File: config.mk
export PLATFORM = sky130hd
export DESIGN_NAME = vga_sync_gen
export DESIGN_NICKNAME = d
export VERILOG_FILES = /design/src/rtl/vga_timing_pkg.sv /design/src/rtl/vga_axis_counter.sv /design/src/rtl/vga_sync_gen.sv
export SDC_FILE = /design/constraint.sdc
export NUM_CORES = 1
export LEC_CHECK = 0
export ABC_AREA = 1
export BUFFER_PORTS_ARGS = -buffer_cell sky130_fd_sc_hd__clkbuf_2
export CAP_MARGIN = 0
export CELL_PAD_IN_SITES_DETAIL_PLACEMENT = 0
export CELL_PAD_IN_SITES_GLOBAL_PLACEMENT = 1
export CORE_MARGIN = 8
export CORE_UTILIZATION = 44
export CTS_CLUSTER_SIZE = 20
export DETAILED_ROUTE_END_ITERATION = 16
export HOLD_SLACK_MARGIN = 0.03
export PLACE_DENSITY = 0.9
export SLEW_MARGIN = 25
export SYNTH_ARGS = -nofsm -noshare
export SYNTH_HDL_FRONTEND = slang
export SYNTH_SLANG_ARGS = --single-unit
File: constraint.sdc
create_clock -name clk -period 4.4 [get_ports clk]
set_clock_uncertainty 0.05 [all_clocks]
set_input_delay 0 -clock clk [delete_from_list [all_inputs] [get_ports clk]]
set_output_delay 0 -clock clk [all_outputs]
set_load 0.01 [all_outputs]
File: src/rtl/vga_timing_pkg.sv
// Shared 1440x900 raster timing constants and the 2-bit region encoding.
// The game/renderer block decodes line_state with this same encoding.
package vga_timing_pkg;

    localparam int H_SYNC   = 152;
    localparam int H_BACK   = 232;
    localparam int H_ACTIVE = 1440;
    localparam int H_FRONT  = 80;
    localparam int V_SYNC   = 6;
    localparam int V_BACK   = 25;
    localparam int V_ACTIVE = 900;
    localparam int V_FRONT  = 3;

    localparam int H_TOTAL = H_SYNC + H_BACK + H_ACTIVE + H_FRONT;  // 1904
    localparam int V_TOTAL = V_SYNC + V_BACK + V_ACTIVE + V_FRONT;  // 934

    // Counter origin is the start of sync, so active begins after sync+back porch
    localparam int H_ACT_START = H_SYNC + H_BACK;                   // 384
    localparam int H_ACT_END   = H_ACT_START + H_ACTIVE - 1;        // 1823
    localparam int V_ACT_START = V_SYNC + V_BACK;                   // 31
    localparam int V_ACT_END   = V_ACT_START + V_ACTIVE - 1;        // 930

    localparam logic H_SYNC_POL = 1'b0;
    localparam logic V_SYNC_POL = 1'b1;

    typedef enum logic [1:0] {
        RGN_SYNC   = 2'b00,
        RGN_BACK   = 2'b01,
        RGN_ACTIVE = 2'b10,
        RGN_FRONT  = 2'b11
    } region_t;

endpackage

File: src/rtl/vga_axis_counter.sv
// One raster axis: wrapping 12-bit position counter plus the four-region
// FSM (sync/back/active/front) and the registered sync level. Region changes
// are keyed off the next count value so state and count stay aligned.
module vga_axis_counter
    import vga_timing_pkg::*;
#(
    parameter int   SYNC_W   = H_SYNC,
    parameter int   BACK_W   = H_BACK,
    parameter int   ACTIVE_W = H_ACTIVE,
    parameter int   FRONT_W  = H_FRONT,
    parameter logic POL      = 1'b0
) (
    input  logic        clk,
    input  logic        reset,
    input  logic        inc,
    output logic [11:0] count,
    output region_t     state_nxt,
    output logic        sync,
    output logic        wrap
);

    localparam logic [11:0] LAST        = 12'(SYNC_W + BACK_W + ACTIVE_W + FRONT_W - 1);
    localparam logic [11:0] BACK_START  = 12'(SYNC_W);
    localparam logic [11:0] ACT_START   = 12'(SYNC_W + BACK_W);
    localparam logic [11:0] FRONT_START = 12'(SYNC_W + BACK_W + ACTIVE_W);

    region_t     state;
    logic        at_end;
    logic [11:0] count_nxt;

    // Next count and next region; out-of-range counts are treated as the end so they reload 0
    always_comb begin
        at_end    = (count >= LAST);
        wrap      = inc && at_end;
        count_nxt = at_end ? 12'd0 : count + 12'd1;
        state_nxt = state;
        if (inc) begin
            if (count_nxt == 12'd0)             state_nxt = RGN_SYNC;
            else if (count_nxt == BACK_START)   state_nxt = RGN_BACK;
            else if (count_nxt == ACT_START)    state_nxt = RGN_ACTIVE;
            else if (count_nxt == FRONT_START)  state_nxt = RGN_FRONT;
        end
    end

    // Count, region and sync level advance together on each increment
    always_ff @(posedge clk or posedge reset) begin
        if (reset) begin
            count <= 12'd0;
            state <= RGN_SYNC;
            sync  <= POL;
        end else if (inc) begin
            count <= count_nxt;
            state <= state_nxt;
            sync  <= (state_nxt == RGN_SYNC) ? POL : ~POL;
        end
    end

endmodule

File: src/rtl/vga_sync_gen.sv
// Raster timing generator: horizontal/vertical counters, region flags,
// VGA sync pulses and a frame-start strobe for the downstream game block.
module vga_sync_gen #(
    parameter int   H_SYNC     = vga_timing_pkg::H_SYNC,
    parameter int   H_BACK     = vga_timing_pkg::H_BACK,
    parameter int   H_ACTIVE   = vga_timing_pkg::H_ACTIVE,
    parameter int   H_FRONT    = vga_timing_pkg::H_FRONT,
    parameter int   V_SYNC     = vga_timing_pkg::V_SYNC,
    parameter int   V_BACK     = vga_timing_pkg::V_BACK,
    parameter int   V_ACTIVE   = vga_timing_pkg::V_ACTIVE,
    parameter int   V_FRONT    = vga_timing_pkg::V_FRONT,
    parameter logic H_SYNC_POL = vga_timing_pkg::H_SYNC_POL,
    parameter logic V_SYNC_POL = vga_timing_pkg::V_SYNC_POL
) (
    input  logic        clk,
    input  logic        reset,
    input  logic        ce,
    output logic [11:0] char_count,
    output logic [11:0] line_count,
    output logic        pixel_state,
    output logic [1:0]  line_state,
    output logic        VGA_HS,
    output logic        VGA_VS,
    output logic        frame_start
);
    import vga_timing_pkg::*;

    region_t h_state_nxt;
    region_t v_state_nxt;
    logic    h_wrap;
    logic    v_wrap;
    logic    v_inc;

    // The vertical axis steps once per completed line
    assign v_inc = ce && h_wrap;

    vga_axis_counter #(
        .SYNC_W(H_SYNC), .BACK_W(H_BACK), .ACTIVE_W(H_ACTIVE), .FRONT_W(H_FRONT),
        .POL(H_SYNC_POL)
    ) u_h (
        .clk(clk), .reset(reset), .inc(ce),
        .count(char_count), .state_nxt(h_state_nxt), .sync(VGA_HS), .wrap(h_wrap)
    );

    vga_axis_counter #(
        .SYNC_W(V_SYNC), .BACK_W(V_BACK), .ACTIVE_W(V_ACTIVE), .FRONT_W(V_FRONT),
        .POL(V_SYNC_POL)
    ) u_v (
        .clk(clk), .reset(reset), .inc(v_inc),
        .count(line_count), .state_nxt(v_state_nxt), .sync(VGA_VS), .wrap(v_wrap)
    );

    // Region flags and frame strobe, registered from next-state so they match the counters
    always_ff @(posedge clk or posedge reset) begin
        if (reset) begin
            line_state  <= RGN_SYNC;
            pixel_state <= 1'b0;
            frame_start <= 1'b0;
        end else if (ce) begin
            line_state  <= v_state_nxt;
            pixel_state <= (h_state_nxt == RGN_ACTIVE) && (v_state_nxt == RGN_ACTIVE);
            frame_start <= h_wrap && v_wrap;
        end else begin
            frame_start <= 1'b0;
        end
    end

endmodule

==> flow_summary_export.csv <==
group,metric,value,unit
outcome,status,"finished, final reports clean",
power,peakVddDrop,225,uV
place,post-dp-hpwl,4140,um
routing,via_per_inst,4.83,
critical_path,crit_chain,"inv_2 -> ha_1 -> nand2_1 -> nand2_1 -> nand2_1 -> nand3_1 -> nand2_2 -> a21oi_1 -> nor2_1 -> nand3_1 -> inv_1 -> nor2_1 -> nand2_1 -> a21oi_2 -> a21o_1",
yosys,synthCells,339,
timing,tightest_slew,0.654,ns
routing,num_vias,2161,
global_route,grt_use_total,0.145,
clock_network,postCtsSetupRepairBufs,0,
global_route,grt_max_degree,35,
critical_path,crit_type,"reg -> reg",
clock_network,clockBufferDepth,2,
yosys,synth_nets,346,
clock_network,cts_tree,"done",
place,place_ws,2.04,ns
timing,hold_viol,0,
clock_network,insertion_delay,0.28,ns
critical_path,crit_path_max_incr_delay,0.49,ns
critical_path,crit_path_max_fanout,9,
die,die-area,0.00783,mm2
routing,wl,5460,um
yosys,syn-cell-area,0.00231,mm2
timing,fin_crit_sh,0.543,
clock_network,htreeDepth,2,
critical_path,critical_path_required,4.53,ns
routing,wire_per_inst,12.2,um
clock_network,clock-sinks,34,
routing,post-route-drc-count,0,
final_layout,diodes,0,
critical_path,cpLargestDelayFamily,"simple AND/OR/NAND/NOR gates",
final_layout,final_nets,383,
timing,tns,0,ns
die,ios,33,
place,port_buffers,32,
timing,fmax,419,MHz
job,drv_cap,0,
yosys,ys_seq_area_frac,0.369,
place,gp_congestion,0.880,
die,initial_core_util,0.456,
timing,setup_viol,0,
die,fp.dieW,88.5,um
critical_path,end_kind,"flip-flop",
clock_network,numCtsBuffers,5,
yosys,yosys_warnings,0,
global_route,grt_pass1_vias,1895,
final_layout,final_common_cell,"nand2_1",
timing,rsz0062_at_grt,"no",
clock_network,clk_pin_slew,0.07,ns
final_layout,design_area,0.00267,mm2
final_layout,area_growth,15.6,%
power,power-per-cell-area,395,mW/mm2
routing,drt_iter0_drc,169,
global_route,grt-ovfl-total,0,
die,die_h,88.5,um
critical_path,crit_top_cell,"nand2_1",
critical_path,cp.arrival,2.51,ns
routing,firstDrtPassIters,4,
timing,maxSlewHeadroom,0.564,
yosys,ys_types,32,
place,post_dp_cell_area,0.00254,mm2
power,total_power,1060,uW
critical_path,critPathBufInv,2,
die,rows,26,
routing,drtAntennaViolNets,0,
critical_path,critPathSlowestCell,"dfrtp_1",
power,leakagePower,0.00141,uW
timing,period_minus_slack,2.39,ns
final_layout,drive_gt1_frac,0.199,
min_path,hp-class,"in -> async",
global_route,grt_pass1_wl,8890,um
global_route,antenna_found_initial,0,
timing,setup_slack,2.01,ns
final_layout,mostFrequentLayoutCells,"95 x nand2_1, 44 x inv_1, 37 x nor2_1",
timing,drv_slew,0,
yosys,ys_seq_elements,34,
yosys,avgSynthCellArea,6.82,um2
final_layout,fillCellCount,510,
clock_network,cts-root-buf,"clkbuf_8",
die,core,0.00507,mm2
critical_path,cp-start-kind,"flip-flop",
==> cell usage after synthesis (all sizes together) <==
library cell	count	area (um2)
a21o	1	7.51
a21oi	10	61.3
buf	2	11.3
clkbuf	3	11.3
dfrtp	33	826
dfstp	1	26.3
ha	4	50.1
inv	51	194
nand2	102	414
nand3	39	235
nand3b	1	7.51
nand4	7	43.8
nor2	47	206
nor3	2	10.0
nor3b	1	7.51
o211ai	1	7.51
o21ai	28	140
o21bai	1	11.3
or2	1	6.26
xnor2	1	8.76
xor2	3	26.3
==> path summary, 6_finish.rpt <==
path | endpoint | from | slack [ns] | cells after the start
min in group clk | u_v.sync | u_v.sync | 0.43 | 2
setup / recovery | line_state[1] | u_v.count[0] | 2.01 | 15
hold reg to reg | u_v.sync | u_v.sync | 0.43 | 2
hold / removal | u_h.count[7] | reset | 0.28 | 4
setup reg to reg | line_state[1] | u_v.count[0] | 2.01 | 15
max in group asynchronous | u_v.sync | reset | 3.66 | 4
==> metrics by stage <==
step	instances	util	hold WS (ns)
CTS	447	0.527	0.300
global placement	437	0.501	0.0558
floorplan	339	-	0.0574
global route	447	0.527	0.341
detailed placement	437	0.501	0.0587
finish	447	0.527	0.282
==> routing by layer <==
metal,share of wire,vias to the layer above,global-route usage
li1,-,1147,-
met1,0.50,971,0.192
met2,0.44,41,0.219
met3,0.056,2,0.0427
met4,0.0062,0,0.0476
met5,0,-,0
==> final cells by class <==
cell class,count,area [um2],share of cell area
sequential,34,852,0.319
multi-input combinational,249,1240,0.465
inverter,51,194,0.0725
clock inverter,3,40.0,0.0150
tap,70,87.6,0.0328
timing repair buffer,35,188,0.0702
clock buffer,5,68.8,0.0257
==> kinds of logic (layout without fill, tap and decap cells) <==
group           count (synthesis)  after routing  share of synthesized area
compound gates                 41             41                     0.0985
buf+inv                        56             94                     0.0936
xor+xnor                        4              4                     0.0152
simple gates                  200            200                      0.403
flops                          34             34                      0.369
fa+ha+maj                       4              4                     0.0216
==> worst reg2reg max path, cell delays in order, from the launching register on <==
cell     delay (ns)
dfrtp_1        0.49
inv_2          0.11
ha_1           0.21
nand2_1        0.06
nand2_1        0.05
nand2_1        0.08
nand3_1        0.16
nand2_2        0.20
a21oi_1        0.08
nor2_1         0.19
nand3_1        0.13
inv_1          0.07
nor2_1         0.04
nand2_1        0.10
a21oi_2        0.08
a21o_1         0.18
==> where the power goes <==
group / internal (uW) / switching, uW / total (uW)
registers: 358 / 66.6 / 425
clock network: 167 / 118 / 285
logic: 125 / 221 / 346
==> what timing repair did <==
item | in CTS | in global routing
hold buffers | 2 | 0
resized for setup | 0 | 0
endpoints found under the hold margin | 34 | 0
==> registers in the layout, indices dropped and copies added (netlist names) <==
name	flops
line_state	2
u_v.sync	1
u_h.sync	1
u_v.count	12
pixel_state	1
u_v.state	2
frame_start	1
u_h.count	12
u_h.state	2
(Power assumes the default switching activity.)
